[src/rtl/arb_pkg.sv]
// Shared definitions for the instruction/data memory port arbiter.
//   arb_state_t    : arbiter FSM state encoding
//   GNT_I / GNT_D  : grant-select values (fetch / data)
//   STARVE_MAX_DEF : default number of data grants allowed while a fetch waits
package arb_pkg;

  typedef enum logic [2:0] {
    IDLE   = 3'd0,
    BUSY_I = 3'd1,
    BUSY_D = 3'd2,
    RESP_I = 3'd3,
    RESP_D = 3'd4
  } arb_state_t;

  localparam logic GNT_I = 1'b0;
  localparam logic GNT_D = 1'b1;

  localparam int STARVE_MAX_DEF = 4;

endpackage

[src/rtl/arb_prio_sel.sv]
// Priority select for the memory port arbiter.
// Data wins unless a fetch has already waited through STARVE_MAX data grants.
// Ports:
//   if_req, dm_req : pending requests
//   starve_cnt     : current starvation count
//   gnt_vld        : at least one request is pending
//   gnt_sel        : GNT_I or GNT_D
//   starve_nxt     : starvation count to load when the arbiter is idle
module arb_prio_sel
  import arb_pkg::*;
#(
  parameter int STARVE_MAX = STARVE_MAX_DEF
) (
  input  logic       if_req,
  input  logic       dm_req,
  input  logic [3:0] starve_cnt,
  output logic       gnt_vld,
  output logic       gnt_sel,
  output logic [3:0] starve_nxt
);

  localparam logic [3:0] SMAX = 4'(STARVE_MAX);

  always_comb begin
    gnt_vld    = if_req | dm_req;
    gnt_sel    = GNT_I;
    starve_nxt = starve_cnt;

    if (dm_req && ((starve_cnt < SMAX) || !if_req))
      gnt_sel = GNT_D;

    // No waiting fetch means nothing is being starved.
    if (!if_req)
      starve_nxt = 4'd0;
    else if (gnt_sel == GNT_D)
      starve_nxt = (starve_cnt >= SMAX) ? SMAX : starve_cnt + 4'd1;
    else
      starve_nxt = 4'd0;
  end

endmodule

[src/rtl/mem_port_arbiter.sv]
// Arbitrates the single-port unified memory between instruction fetch and
// load/store. Requesters use req/ready, the memory side uses req/ack with
// variable latency.
// Ports:
//   clk, rst                        : clock, async active-high reset
//   if_req/if_addr                  : fetch request, held until if_ready
//   if_ready/if_rdata               : one-cycle completion pulse, fetched word
//   dm_req/dm_we/dm_addr/dm_wdata/dm_be : data request, held until dm_ready
//   dm_ready/dm_rdata               : one-cycle completion pulse, load data
//   mem_req/mem_we/mem_addr/mem_wdata/mem_be : registered memory transaction
//   mem_ack/mem_rdata               : memory completion and read data
//
// state  | meaning
// IDLE   | arbitrate between pending requests
// BUSY_I | fetch transaction outstanding on the memory port
// BUSY_D | load/store transaction outstanding on the memory port
// RESP_I | if_ready pulse
// RESP_D | dm_ready pulse
module mem_port_arbiter
  import arb_pkg::*;
#(
  parameter int ADDR_W     = 32,
  parameter int DATA_W     = 32,
  parameter int STARVE_MAX = STARVE_MAX_DEF
) (
  input  logic                clk,
  input  logic                rst,
  input  logic                if_req,
  input  logic [ADDR_W-1:0]   if_addr,
  output logic                if_ready,
  output logic [DATA_W-1:0]   if_rdata,
  input  logic                dm_req,
  input  logic                dm_we,
  input  logic [ADDR_W-1:0]   dm_addr,
  input  logic [DATA_W-1:0]   dm_wdata,
  input  logic [DATA_W/8-1:0] dm_be,
  output logic                dm_ready,
  output logic [DATA_W-1:0]   dm_rdata,
  output logic                mem_req,
  output logic                mem_we,
  output logic [ADDR_W-1:0]   mem_addr,
  output logic [DATA_W-1:0]   mem_wdata,
  output logic [DATA_W/8-1:0] mem_be,
  input  logic                mem_ack,
  input  logic [DATA_W-1:0]   mem_rdata
);

  arb_state_t state;
  logic [3:0] starve_cnt;
  logic       gnt_vld;
  logic       gnt_sel;
  logic [3:0] starve_nxt;

  arb_prio_sel #(
    .STARVE_MAX (STARVE_MAX)
  ) u_prio_sel (
    .if_req     (if_req),
    .dm_req     (dm_req),
    .starve_cnt (starve_cnt),
    .gnt_vld    (gnt_vld),
    .gnt_sel    (gnt_sel),
    .starve_nxt (starve_nxt)
  );

  // Ready pulses are decoded from state so a reset clears them at once.
  assign if_ready = (state == RESP_I);
  assign dm_ready = (state == RESP_D);

  always_ff @(posedge clk or posedge rst) begin
    if (rst) begin
      state      <= IDLE;
      starve_cnt <= 4'd0;
      mem_req    <= 1'b0;
      mem_we     <= 1'b0;
      mem_addr   <= '0;
      mem_wdata  <= '0;
      mem_be     <= '0;
      if_rdata   <= '0;
      dm_rdata   <= '0;
    end else begin
      case (state)
        IDLE: begin
          starve_cnt <= starve_nxt;
          if (gnt_vld) begin
            mem_req <= 1'b1;
            if (gnt_sel == GNT_D) begin
              state     <= BUSY_D;
              mem_we    <= dm_we;
              mem_addr  <= dm_addr;
              mem_wdata <= dm_wdata;
              mem_be    <= dm_be;
            end else begin
              state     <= BUSY_I;
              mem_we    <= 1'b0;
              mem_addr  <= if_addr;
              mem_wdata <= '0;
              mem_be    <= '0;
            end
          end
        end
        BUSY_I: begin
          if (mem_ack) begin
            mem_req  <= 1'b0;
            if_rdata <= mem_rdata;
            state    <= RESP_I;
          end
        end
        BUSY_D: begin
          if (mem_ack) begin
            mem_req <= 1'b0;
            // Stores leave the previous load data in place.
            if (!mem_we)
              dm_rdata <= mem_rdata;
            state <= RESP_D;
          end
        end
        RESP_I, RESP_D: begin
          state <= IDLE;
        end
        default: begin
          state   <= IDLE;
          mem_req <= 1'b0;
        end
      endcase
    end
  end

endmodule

[config.mk]
export PLATFORM = sky130hd
export DESIGN_NAME = mem_port_arbiter
export DESIGN_NICKNAME = d
export VERILOG_FILES = /design/src/rtl/arb_pkg.sv /design/src/rtl/arb_prio_sel.sv /design/src/rtl/mem_port_arbiter.sv
export SDC_FILE = /design/constraint.sdc
export NUM_CORES = 1
export LEC_CHECK = 0
export ABC_CLOCK_PERIOD_IN_PS = 7000
export CAP_MARGIN = 25
export CORE_UTILIZATION = 44
export DETAILED_ROUTE_END_ITERATION = 7
export PLACE_DENSITY = 0.9
export SETUP_SLACK_MARGIN = 0.3
export SLEW_MARGIN = 5
export SYNTH_ARGS = -nofsm -noshare
export SYNTH_HDL_FRONTEND = slang
export SYNTH_SLANG_ARGS = --single-unit
[constraint.sdc]
create_clock -name clk -period 7 [get_ports clk]
set_input_delay 0.7 -clock clk [delete_from_list [all_inputs] [get_ports clk]]
set_output_delay 0.7 -clock clk [all_outputs]
set_load 0.01 [all_outputs]
# Yosys cells after proc, flatten, opt, wreduce, memory -nomap -nowiden
# Cells that the tools add are included.
[classes]
addsub = 1
mul = 0
n_div = 0
order_cmp = 2
eq_ne = 8
n_shift = 0
muxes = 16
bitwise_logic = 3
n_reduce_logical = 11
[ops]
columns = ["op", "count"]
rows = [
  ["$mux 32", 2],
  ["$mux 4", 4],
  ["$mux 3", 3],
  ["$pmux 3 s3", 1],
  ["$reduce_and 3->1", 3],
  ["$eq 3x2->1 const B", 2],
  ["$ne 2x2->1 const B", 3],
  ["$add 4x1->4 const B", 1],
  ["$ge 4x3->1 const B", 1],
  ["$lt 4x3->1 const B", 1],
  ["$mux 1", 4],
  ["$reduce_and 2->1", 2],
  ["$reduce_or 2->1", 2],
  ["$eq 3x1->1 const B", 1],
  ["$eq 3x3->1 const B", 1],
  ["$logic_not 3->1", 1],
  ["$pmux 1 s3", 1],
  ["$mux 2", 1],
  ["$ne 2x1->1 const B", 1],
  ["$not 1->1", 2],
  ["$logic_and 1x1->1", 1],
  ["$logic_not 1->1", 1],
  ["$logic_or 1x1->1", 1],
  ["$or 1x1->1", 1],
]
[totals]
ff_bits = 141
latch_bits = 0
ramBits = 0
rom_bits = 0
input_bits = 138
output_inout_bits = 136
word_cells = 50
memories = 0

# Logic depth before layout (Yosys ltp)
# Gate-level depths: netlist of the first run.
[depth]
depth_word = 7
ltp_mapped = 7
ltp_nobuf = 3

# Cells and area by module
# A second synthesis of the first run with hierarchy kept.
[hier_totals]
cells_unflattened = 479
hier_area_um2 = 5761.8
[by_module_without_submodules]
columns = ["module", "instances", "cells_each", "area_each_um2"]
rows = [
  ["mem_port_arbiter", 1, 469, 5686.7],
  ["arb_prio_sel", 1, 10, 75.1],
]

# Worst setup path before layout of the first run
# Ideal clock, no wire load.
[synth_path]
path_type = "input port to flip-flop"
from = "input port dm_req"
to = "register mem_addr[0]"
setup_time_ps = 130
arrival_time_ps = 1723
setup_slack_ps = 5147
stages = 7
path_cell_list = "clkbuf_8 > or2_0 > clkbuf_1 > and2_1 > clkbuf_1 > buf_2 > a31oi_1"
[synth_between]
elab_chain_cells = 3
[synth_rtl]
columns = ["item", "line", "rtl"]
rows = [
  ["start: declaration", "mem_port_arbiter.sv:32", "input logic dm_req,"],
  ["$logic_and 1x1->1", "arb_prio_sel.sv:29", "if (dm_req && ((starve_cnt < SMAX) || !if_req))"],
  ["$mux 1", "arb_prio_sel.sv:29", ""],
  ["$mux 32", "mem_port_arbiter.sv:86", "if (gnt_sel == GNT_D) begin"],
  ["end signal: assignment", "mem_port_arbiter.sv:89", "mem_addr <= dm_addr;"],
  ["end signal: assignment", "mem_port_arbiter.sv:95", "mem_addr <= if_addr;"],
  ["end: declaration", "mem_port_arbiter.sv:41", "output logic [ADDR_W-1:0] mem_addr,"],
]
# Several ways; a longest one is shown, not always the timed one.
# A chain may end at the register's enable or synchronous reset.

# Worst setup path in the final report of the first run
[layout_path]
from = "input port dm_req"
to = "register mem_wdata[29]"
[layout_between]
elab_chain_cells = 3
[layout_rtl]
columns = ["item", "line", "rtl"]
rows = [
  ["$logic_and 1x1->1", "arb_prio_sel.sv:29", ""],
  ["$mux 1", "arb_prio_sel.sv:29", ""],
  ["$mux 32", "mem_port_arbiter.sv:86", ""],
  ["end signal: assignment", "mem_port_arbiter.sv:90", "mem_wdata <= dm_wdata;"],
  ["end: declaration", "mem_port_arbiter.sv:42", "output logic [DATA_W-1:0] mem_wdata,"],
]
# Several ways; a longest one is shown, not always the timed one.

==> results.md, run 1 <==
| Stage | Parameter | Value |
|---|---|---|
| place | Weighted congestion reported at the end of routability-driven placement | 0.837 |
| clocking | CTS sink cnt | 141 |
| setup path | Critical path fanouts, max | 37 |
| setup path | Delay of the slowest cell on the worst path | 0.74 ns |
| setup path | Critical path arrival | 3.13 ns |
| setup path | Critical path capture point type | flop |
| route | Iteration-0 DRC count of the detailed router | 402 |
| setup path | Kind of start point of the critical path | input pin |
| clocking | Deepest clock path buffer count | 2 |
| sta | Final setup vio count | 0 |
| setup path | CP Cell Sequence | clkdlybuf4s50_1, buf_8, inv_1, nor3_4, buf_4, a22o_2 |
| final layout | Filler Cell Count | 866 |
| clocking | Number of buffers created by CTS | 17 |
| sta | Relative max-transition margin | 0.316 |
| floorplan | Die Height | 116 microns |
| pwr | Static Leak | 3.80 nW |
| sta | Final hold violation count | 0 |
| synth | Cell area after synthesis | 5760 sq um |
| clocking | PostCTS Resize Cnt | 0 |
| place | Port Buffers | 273 |
| hold path | HP Class | flop to flop |
| route | Final ANT Viol Nets | 0 |
| route | First-pass iteration count of the detailed router | 6 |
| synth | Post-synth ARST share | 1.00 |
| sta | Largest clock skew in the final design | 0.00953 ns |
| route | Routed wire length | 16.9 mm |
| sta | Worst-margin pin slew | 1.03 ns |
| final layout | Post-route non-filler standard cell count | 893 |
| synth | Number of synthesized flops with an enable pin | 0 |
| sta | Final critical-path required period | 2.83 ns |
| pwr | Worst vdd ir | 0.000199 V |
| place | DP HPWL | 11.9 mm |
| route | Count of unresolved DRC violations after routing | 0 |
| synth | Synthesized netlist net count | 587 |
| floorplan | Chip width | 116 microns |
| final layout | Antenna diode count | 0 |
| final layout | Area growth from synthesis to layout | 59.6% |
| sta | Maximum frequency from static timing analysis | 353 MHz |
| sta | Fin Setup TNS | 0 ns |
| setup path | Worst path slowest cell | sky130_fd_sc_hd__clkdlybuf4s50_1 |
| floorplan | Std-Cell Core Area | 12,700 sq um |
| route | Via count | 4,878 |
| final layout | Most common cell after layout, fill and taps aside | sky130_fd_sc_hd__clkdlybuf4s50_1 |
| clocking | Number of buffers inserted by hold repair at cts | 0 |
| clocking | Clock tree from TritonCTS | built |
| clocking | Number of H-tree levels | 4 |
| global route | Global route total overflow | 0 |
| sta | Fin Hold WS | 0.486 ns |
| sta | RSZ-0062 raised after global routing | no |
| synth | Most common flop cell mapped by yosys | sky130_fd_sc_hd__dfrtp_1 |
| global route | Initial antenna violation count | 0 |
| final layout | Nets@finish | 847 |
| synth | Number of warnings issued by yosys | 0 |
| floorplan | Die area | 13,600 sq um |
| floorplan | Cell row count | 41 |
| setup path | Worst Setup Path Type | input pin to flop |
| place | Instance area at placement | 8540 sq um |
| synth | Synthesized flop and latch total | 141 |
| status | Result of the run | finished, final reports clean |
| setup path | Required time at the worst-slack endpoint | 7.29 ns |
| clocking | Buffer count from post-CTS setup fixing | 0 |
| sta | Fin crit share | 0.405 |
| setup path | Buffers and inverters on the worst path | 4 |
| floorplan | Number of top-level pins | 274 |
| global route | Number of global-route vias before repair | 4,903 |
| synth | Gate count of the mapped netlist | 448 |
| global route | Maximum number of pins on one net before global-route repair | 73 |
| pwr | P per Cell Area | 460 nW/um^2 |
| synth | Mean area per synthesized cell | 12.9 sq um |
| final layout | Final design area excluding fillers | 9190 sq um |
| synth | Post-synthesis cell type count | 34 |
| route | Vias/cell | 5.46 |
| route | Routed wire length per instance | 18.9 microns |
| global route | Global-route total usage across every layer | 0.251 |
| floorplan | Effective utilization at floorplan | 0.455 |
| final layout | Fraction of layout cells with a size suffix above 1 | 0.158 |
| clocking | CTS root buf | sky130_fd_sc_hd__clkbuf_16 |
| global route | Wire length of the first global-routing pass | 25.4 mm |
| clocking | Later-pin clock latency in the skew report | 0.42 ns |
| setup path | Family with the most delay on the worst path | buffers and inverters |
| place | Number of instances in the placed design | 859 |
| synth | Seq/Total Area, Yosys | 0.613 |
| sta | Final Max Slew Viols | 0 |
| final layout | Most frequent cells in the layout | 273 x sky130_fd_sc_hd__clkdlybuf4s50_1, 141 x sky130_fd_sc_hd__dfrtp_1, 57 x sky130_fd_sc_hd__mux2_2 |
| clocking | Clock-pin slew on the worst setup and hold paths | 0.05 ns |
| run | Count of max-cap constraint violations | 0 |
==> metrics by stage <==
stage	worst slack (ns)	util	power, mW
after floorplan	2.52	-	2.29
after global placement	3.24	0.672	3.19
after detailed placement	3.02	0.674	3.29
after CTS	3.47	0.723	4.24
after global routing	4.03	0.726	4.44
final	4.17	0.726	4.23
==> worst reg2reg max path: cells and delay by family (launching register included) <==
kind | cells | cell delay (ns)
flops | 1 | 0.50
simple gates | 2 | 1.13
mux | 1 | 0.45
==> where the power goes <==
part	switching [mW]	internal, mW	total [mW]	leakage, nW
combinational	0.764	1.07	1.84	1.79
sequential	0.247	1.21	1.45	1.70
clock	0.331	0.606	0.938	0.308
==> cell usage after synthesis, drive strengths merged (2+ instances only) <==
library cell	n	area, sq um
mux2	64	721
buf	18	154
a22o	37	333
and2	3	20.0
nor3	2	26.3
dfrtp	141	3530
nor2	3	11.3
a21oi	35	175
clkbuf	22	93.8
nand3	33	165
nand2	6	25.0
o21ai	38	190
a31oi	32	200
inv	4	15.0
==> state kept, by name (all words and copies together) (netlist names) <==
signal / cells
state: 3
if_rdata: 32
mem_we: 1
dm_rdata: 32
mem_wdata: 32
mem_req: 1
mem_addr: 32
mem_be: 4
starve_cnt: 4
==> final timing paths <==
kind,start,endpoint,slack [ns],cells after the start
worst max-delay path,dm_req,mem_wdata[29],4.17,6
worst min-delay path,if_rdata[18],if_rdata[18],0.49,1
worst max register to register,state[2],dm_rdata[6],4.79,3
worst min register to register,if_rdata[18],if_rdata[18],0.49,1
max in group asynchronous,rst,mem_wdata[13],4.90,3
min in group asynchronous,rst,mem_wdata[11],0.78,2
==> final cells by class <==
class                      count  area (sq um)  area share
inverter                       4          20.0     0.00218
timing repair buffer         281          2820       0.306
clock buffer                  22           494      0.0538
multi-input combinational    263          1990       0.216
sequential                   141          3530       0.384
clock inverter                10           134      0.0146
tap                          172           215      0.0234
==> logic make-up (layout without fill, tap and decap cells) <==
| logic type | after synthesis | after routing | share of synthesized area |
|---|---|---|---|
| buf+inv | 44 | 317 | 0.0456 |
| mux | 64 | 64 | 0.125 |
| compound gates | 145 | 145 | 0.160 |
| fa+ha+maj | 1 | 1 | 0.00217 |
| simple gates | 53 | 53 | 0.0545 |
| flops | 141 | 141 | 0.613 |
==> metal layers <==
layer,wire length (microns),up-vias,share of wire,track usage
li1,-,2180,-,-
met1,6430,2409,0.38,0.289
met2,8820,256,0.52,0.438
met3,1300,33,0.077,0.0773
met4,366,0,0.022,0.0923
met5,0,-,0,0
(Power assumes the default switching activity.)
==> run 2, diff against run 1 <==
Settings changed: ABC_CLOCK_PERIOD_IN_PS 7000 to 2400, CORE_UTILIZATION 44 to 37, PLACE_DENSITY 0.9 to 0.82.
Clock period 7 ns to 2.4 ns, I/O delays scaled along.
==> run 2 against run 1 <==
Via count down 2.1%. Sequential cell count is the same. Clock power increased to 3.1 times the previous value. Sequential power increased to 2.9 times the previous value. Clock skew decreased by 0.0022 ns. Register-to-register slack got worse by 4.2 ns. Final area increased by 1.4%. Die area grew 19%. Setup slack worse by 3.7 ns. Largest cell class unchanged. Cell count increased by 2.5%. Utilization fell by 11 points. Critical path depth shrank 3. Highest routed layer unchanged.
==> results.md, run 2 (synthesized netlist as in run 1, its figures left out) <==
| Stage | Parameter | Value |
|---|---|---|
| status | Result of the run | finished, final reports clean |
| setup path | Critical path capture point type | output pin |
| sta | Final Max Slew Viols | 0 |
| clocking | CTS root buf | sky130_fd_sc_hd__clkbuf_16 |
| place | DP HPWL | 11.4 mm |
| sta | Fin crit share | 0.809 |
| clocking | CTS sink cnt | 141 |
| clocking | Deepest clock path buffer count | 2 |
| clocking | Clock tree from TritonCTS | built |
| sta | Largest clock skew in the final design | 0.00735 ns |
| floorplan | Std-Cell Core Area | 15,200 sq um |
| setup path | Worst reg2reg startpoint | state[2] |
| final layout | Most common cell after layout, fill and taps aside | sky130_fd_sc_hd__clkdlybuf4s50_1 |
| sta | Fin Setup TNS | 0 ns |
| pwr | Total power after layout | 12.5 mW |
| final layout | Most frequent cells in the layout | 272 x sky130_fd_sc_hd__clkdlybuf4s50_1, 140 x sky130_fd_sc_hd__dfrtp_1, 57 x sky130_fd_sc_hd__mux2_2 |
| clocking | Later-pin clock latency in the skew report | 0.41 ns |
| sta | Worst-margin pin slew | 0.715 ns |
| global route | Global route total overflow | 0 |
| clocking | Clock-pin slew on the worst setup and hold paths | 0.05 ns |
| pwr | Static Leak | 3.86 nW |
| floorplan | Number of top-level pins | 274 |
| sta | Final critical-path required period | 1.94 ns |
| clocking | Number of buffers inserted by hold repair at cts | 0 |
| sta | Maximum frequency from static timing analysis | 515 MHz |
| clocking | Number of H-tree levels | 4 |
| route | Final ANT Viol Nets | 0 |
| sta | Final hold violation count | 0 |
| setup path | Reg-to-Reg End | dm_rdata[19] |
| setup path | Count of cells along the worst register-to-register path | 4 |
| final layout | Area growth from synthesis to layout | 61.8% |
| route | Iteration-0 DRC count of the detailed router | 258 |
| route | Routed wire length per instance | 17.3 microns |
| pwr | Worst vdd ir | 0.000511 V |
| pwr | P per Cell Area | 1340 nW/um^2 |
| route | First-pass iteration count of the detailed router | 4 |
| floorplan | Chip width | 127 microns |
| place | Port Buffers | 273 |
| route | Via count | 4,776 |
| final layout | Fraction of layout cells with a size suffix above 1 | 0.168 |
| route | Routed wire length | 15.8 mm |
| clocking | Number of buffers created by CTS | 17 |
| setup path | Critical path fanouts, max | 6 |
| global route | Global-route total usage across every layer | 0.202 |
| global route | Wire length of the first global-routing pass | 25.2 mm |
| global route | Maximum number of pins on one net before global-route repair | 111 |
| sta | Final setup vio count | 0 |
| final layout | Nets@finish | 853 |
| global route | Initial antenna violation count | 0 |
| sta | RSZ-0062 raised after global routing | no |
| setup path | Worst Setup Path Type | flop to output pin |
| sta | Relative max-transition margin | 0.522 |
| setup path | Critical path arrival | 1.70 ns |
| hold path | HP Class | input pin to async pin |
| floorplan | Die Height | 127 microns |
| floorplan | Cell row count | 45 |
| final layout | Antenna diode count | 0 |
| run | Count of max-cap constraint violations | 0 |
| setup path | Required time at the worst-slack endpoint | 2.16 ns |
| route | Count of unresolved DRC violations after routing | 0 |
| global route | Number of global-route vias before repair | 4,913 |
| final layout | Finished Core Util | 0.613 |
| floorplan | Die area | 16,100 sq um |
| route | Vias/cell | 5.22 |
| place | Weighted congestion reported at the end of routability-driven placement | 0.791 |
| setup path | Kind of start point of the critical path | flop |
| floorplan | Effective utilization at floorplan | 0.379 |
| setup path | Reg2Reg Setup Slack | 0.64 ns |
## run 2: final cells by class
cell class,count,area (sq um)
clock inverters,10,183
clock buffers,22,494
flip-flops and latches,141,3530
repair buffers,287,2880
fillers,1144,5880
inverters,4,18.8
multi-input cells,263,1980
well taps,188,235
## run 2: worst max-delay path, stage by stage, from the launching register on
cell	delay, ns
sky130_fd_sc_hd__dfrtp_1	0.48
sky130_fd_sc_hd__nand2_1	0.12
sky130_fd_sc_hd__nor2_1	0.11
sky130_fd_sc_hd__clkdlybuf4s50_1	0.58
## run 2: power breakdown
group	total, mW	internal (mW)	switching (mW)	leakage [nW]
Sequential	4.21	3.52	0.689	1.70
Combinational	5.32	3.16	2.17	1.84
Clock	2.92	1.98	0.943	0.324
Total	12.5	8.66	3.80	3.86
## run 2: worst max-delay path by stage
stage | from | endpoint | slack (ns) | cells past startpoint
finish | state[0] | if_ready | 0.46 | 3
global route | state[0] | if_ready | 0.36 | 3
CTS | state[1] | dm_ready | 0.31 | 3
detailed placement | mem_ack | dm_rdata[1] | 0.46 | 5
global placement | mem_ack | dm_rdata[26] | 0.50 | 5
floorplan | rst | dm_rdata[0] | 0.40 | 1
## run 2: layer usage
metal  routed length [microns]  track usage  vias to the layer above
met5                         0            0                        -
met2                      8150        0.356                      215
met4                       308       0.0847                        0
met3                      1120       0.0582                       27
li1                          -            -                     2195
met1                      6220        0.229                     2339
## run 2: stage by stage
step                area (sq um)  hold WS [ns]  cells  worst slack (ns)
detailed placement          8640         0.477    883             0.457
floorplan                   5760         0.375    448             0.397
global route                9320         0.377    915             0.357
CTS                         9320         0.336    915             0.307
global placement            8640         0.467    883             0.503
finish                      9320         0.330    915             0.459
## run 2: repair_timing
item                                   in CTS  in global routing
resized for setup                           1                  2
gates cloned                                0                  0
endpoints found under the hold margin       0                  0
buffers inserted                            0                  0
setup endpoints to repair                   1                  2
==> RTL change 1: new RTL, settings of run 2 <==
The parameter `ADDR_W` goes from 32 to 16.
--- a/src/rtl/mem_port_arbiter.sv
+++ b/src/rtl/mem_port_arbiter.sv
@@ -21,3 +21,3 @@
 #(
-  parameter int ADDR_W     = 32,
+  parameter int ADDR_W     = 16,
   parameter int DATA_W     = 32,
Ports: changed (resized dm_addr, if_addr and mem_addr); port bits go from 274 to 226. The function was not compared with the original's and may differ.
==> RTL change 1 against run 2 <==
  * Total power shrank 13%
  * Final area shrank 14%
  * Sequential share of layout area grew 0.95 points
  * Clock skew is essentially flat
  * Synthesized area shrank 14%
  * Sequential cell count shrank 16
  * Wire length shrank 12%
  * Maximum frequency grew 1.5%
  * Final cell count shrank 15%
  * Setup slack gained 0.028 ns
  * Critical path type unchanged
  * Largest power group unchanged
  * Highest routed layer unchanged
==> RTL change 1: results (changes against run 2) <==
* Status: finished, final reports clean
* Crit-path max FO at 7 (+1)
* First-pass GRT wire length at 22,500 um (-11%)
* Syn_nets at 462 (-21%)
* Largest cells by area after synthesis: dfrtp_1, mux2_2, a22o_1
* Sequential cell area fraction in the yosys report at 0.631 (+0.0183)
* Register-to-Register Setup Slack at 0.64 ns (about the same)
* Internal power at 7.50 mW (-13%)
* Top post-synthesis cells by count: dfrtp_1, mux2_2, a22o_1
* Synth cell types at 33 (-2.9%)
* Initial antenna violation count at 1 (+1)
* Vias at 3,933 (-18%)
* Layout cells sized above 1 at 0.210 (+0.0418)
* Layout Nets at 700 (-18%)
* Clock Skews at 0.00724 ns (-0.000112 ns)
* Post-synthesis adder-cell area fraction at 0.00252 (+0.000351)
* Port bufs at 225 (-18%)
* Worst VDD drop at 0.748 mV (+46%)
* Hpwl dp at 9790 um (-14%)
* Number of global-route vias before repair at 4,266 (-13%)
* Hold Path Class: in -> async
* Complex-gate fraction of the synthesized area at 0.133 (-0.0266)
* Largest net degree at the start of global routing at 42 (-62%)
* DR iter-0 viols at 244 (-5.4%)
* Worst-Margin Slew at 0.700 ns (-0.0152 ns)
* Gr usage total at 0.208 (+0.00601)
* Leakage at 3.39 nW (-12%)
* Mux share of post-synthesis cell area at 0.145 (+0.0202)
* GP Congestion at 0.838 (+6.0%)
* Critical path arrival at 1.67 ns (-0.03 ns)
RTL change 1: path summary, 6_finish.rpt:
check	endpoint	cells past startpoint
setup / recovery	if_ready	4
hold / removal	mem_wdata[29]$_DFFE_PP0P_	2
setup reg to reg	dm_rdata[31]$_DFFE_PP0P_	5
hold reg to reg	dm_rdata[20]$_DFFE_PP0P_	1
max in group asynchronous	if_rdata[20]$_DFFE_PP0P_	3
min in group clk	mem_addr[14]$_DFFE_PP0P_	3
RTL change 1: per-stage QoR:
step / total power [mW] / setup slack [ns] / hold WS [ns] / cells
6_report: 10.9 / 0.488 / 0.283 / 779
5_1_grt: 11.5 / 0.369 / 0.327 / 779
4_1_cts: 10.9 / 0.349 / 0.305 / 774
3_5_place_dp: 8.40 / 0.221 / 0.478 / 742
3_3_place_gp: 8.18 / 0.0787 / 0.469 / 741
2_1_floorplan: 5.85 / 0.621 / 0.375 / 355
RTL change 1: power by group through the flow:
stage | logic (mW) | registers [mW] | clock network (mW)
global route | 5.06 | 3.80 | 2.60
finish | 4.76 | 3.67 | 2.44
CTS | 4.75 | 3.68 | 2.50
global placement | 4.55 | 3.63 | 0
floorplan | 1.78 | 4.07 | 0
detailed placement | 4.71 | 3.69 | 0
RTL change 1: what timing repair did:
item | CTS | global route
setup buffers | 0 | 4
gates resized for setup | 1 | 1
endpoints found under the setup margin | 1 | 18
pin swaps | 0 | 1
RTL change 1: cell families (layout without fill, tap and decap cells):
logic type,count (synthesis),count (layout)
other,0,1
multiplexers,64,64
adder cells (fa/ha/maj),1,1
flip-flops,125,125
buffers and inverters,29,280
AO/OA/AOI/OAI,97,97
AND/OR/NAND/NOR,39,39
RTL change 1: layout make-up:
cell class / instances / area [um^2]
Sequential cell: 125 / 3130
Clock buffer: 21 / 450
Fill cell: 987 / 4760
Antenna cell: 1 / 2.50
Inverter: 4 / 18.8
Multi-Input combinational cell: 201 / 1650
Clock inverter: 11 / 119
Tap cell: 172 / 215
Timing Repair Buffer: 244 / 2480
RTL change 1: worst reg2reg max path, cell delays in order, from the launching register on:
cell and delay [ns]:
dfrtp_1 0.38, buf_4 0.17, and4bb_2 0.32, nor2b_4 0.17, buf_12 0.21, mux2_2 0.40
RTL change 1: metal layers:
layer / global-route usage / routed length [um] / up-vias
met4: 0.0601 / 161 / 0
li1: - / - / 1780
met2: 0.350 / 7200 / 170
met3: 0.0867 / 1170 / 13
met5: 0 / 0 / -
met1: 0.241 / 5350 / 1970
==> RTL change 2: new RTL, flow settings as in run 2 <==
Made on the original files. The 5 states of `arb_state_t` get a one-hot encoding in 5 bits.
--- a/src/rtl/arb_pkg.sv
+++ b/src/rtl/arb_pkg.sv
@@ -6,8 +6,8 @@
 
-  typedef enum logic [2:0] {
-    IDLE   = 3'd0,
-    BUSY_I = 3'd1,
-    BUSY_D = 3'd2,
-    RESP_I = 3'd3,
-    RESP_D = 3'd4
+  typedef enum logic [4:0] {
+    IDLE   = 5'b00001,
+    BUSY_I = 5'b00010,
+    BUSY_D = 5'b00100,
+    RESP_I = 5'b01000,
+    RESP_D = 5'b10000
   } arb_state_t;
Formal check against the unedited RTL: same outputs for any inputs over 4 cycles, from zero or initial values and one cycle with rst high; so few cycles prove little.
==> RTL change 2 against run 2 <==
  * Critical endpoint unchanged
  * Largest cell class unchanged
  * Register-to-register slack worse by 0.17 ns
  * Wire length grew 0.65%
  * Clock skew up 0.00090 ns
  * Total power is 3.5% lower
  * Sequential share of layout area fell by 0.27 points
  * Clock power down 5%
  * Final area grew 2.2%
  * Synthesized area increased by 3.8%
  * Setup slack lost 0.10 ns
  * Maximum frequency shrank 4.9%
  * Sequential cell count grew 2
  * Largest power group unchanged
  * Via count grew 0.59%
  * Final cell count grew 12%
  * Non-clock buffer count shrank 3
==> RTL change 2: results (changes against run 2) <==
* Leakage at 4.21 nW (+9.0%)
* Layout Nets at 934 (+9.5%)
* First-pass GRT wire length at 25,000 um (-0.74%)
* Total chip power at 12.0 mW (-3.5%)
* Final wirelength at 15,900 um (+0.65%)
* Sequential cell area fraction in the yosys report at 0.599 (-0.0139)
* R2R Path Start: state[0]$_DFFE_PP1P_
* Vias/cell at 4.69 (-10%)
* Gr usage total at 0.196 (-0.00602)
* Placed Cells at 992 (+12%)
* N_taps at 216 (+15%)
* Met2 WL at 7500 um (-7.9%)
* Top post-synthesis cells by count: nand2_1, dfrtp_1, nand3_1
* Met3 usage in global routing at 0.0813 (+0.0231)
* Dpl cell area at 8900 um^2 (+3.0%)
* Synthesis-to-finish area growth at 59.3%
* Final non-clock buffer share at 0.305 (-0.00398)
* Number of global-route vias before repair at 4,661 (-5.1%)
* Critical path arrival at 1.80 ns (+0.10 ns)
* Critical Path Start: state[2]$_DFFE_PP0P_
* Multi-input combinational area share at 0.224 (+0.0111)
* Status: finished, final reports clean
* Dpl ws at 0.433 ns (-0.0233 ns)
* Post-synthesis adder-cell area fraction at 0.00209 (-0.0000795)
* Layout cells sized above 1 at 0.106 (-0.0614)
* RR Endpoint: mem_addr[27]$_DFFE_PP0P_
* Met1 Use GR at 0.242 (+0.0134)
* Largest net degree at the start of global routing at 70 (-37%)
* CTS Sinks at 143 (+1.4%)
* DR iter-0 viols at 166 (-36%)
* Syn_nets at 666 (+13%)
* Clock-cell share of area at 0.0651 (-0.00746)
* Worst slew margin at 0.691 (+0.169)
* Worst hold margin at 0.190 ns (-0.140 ns)
* GP Congestion at 0.762 (-3.6%)
* Fmax at 490 MHz (-4.9%)
* XOR/XNOR Fraction of Synth Area at 0.00146 (+0.00146)
* Mux share of post-synthesis cell area at 0.139 (+0.0143)
* Synth cell types at 33 (-2.9%)
* Vias at 4,804 (+0.59%)
==> RTL change 2: changes by cell type in the layout (fill, tap and decap cells not counted), sizes merged, moves of 6 or more <==
cell | before | now
a22o | 37 | 0
nor2 | 3 | 36
inv | 3 | 9
nand2 | 6 | 147
o21ai | 38 | 6
nand3 | 33 | 40
a21oi | 35 | 0
==> RTL change 2: report_power, final <==
group | leakage (nW) | switching [mW] | total [mW] | internal, mW
registers | 1.77 | 0.621 | 4.12 | 3.49
clock network | 0.291 | 1.06 | 2.76 | 1.69
logic | 2.15 | 2.21 | 5.15 | 2.94
==> RTL change 2: cell families (layout without fill, tap and decap cells) <==
logic type / after synthesis / in the layout
simple gates: 236 / 236
flops: 143 / 143
compound gates: 43 / 43
buf+inv: 39 / 320
mux: 64 / 64
fa+ha+maj: 1 / 1
xor+xnor: 1 / 1
==> RTL change 2: critical path: stages, from the launching register on <==
cell             delay (ns)
dfrtp_2                0.47
nor2_1                 0.13
nand3_1                0.14
inv_1                  0.08
clkdlybuf4s50_1        0.57
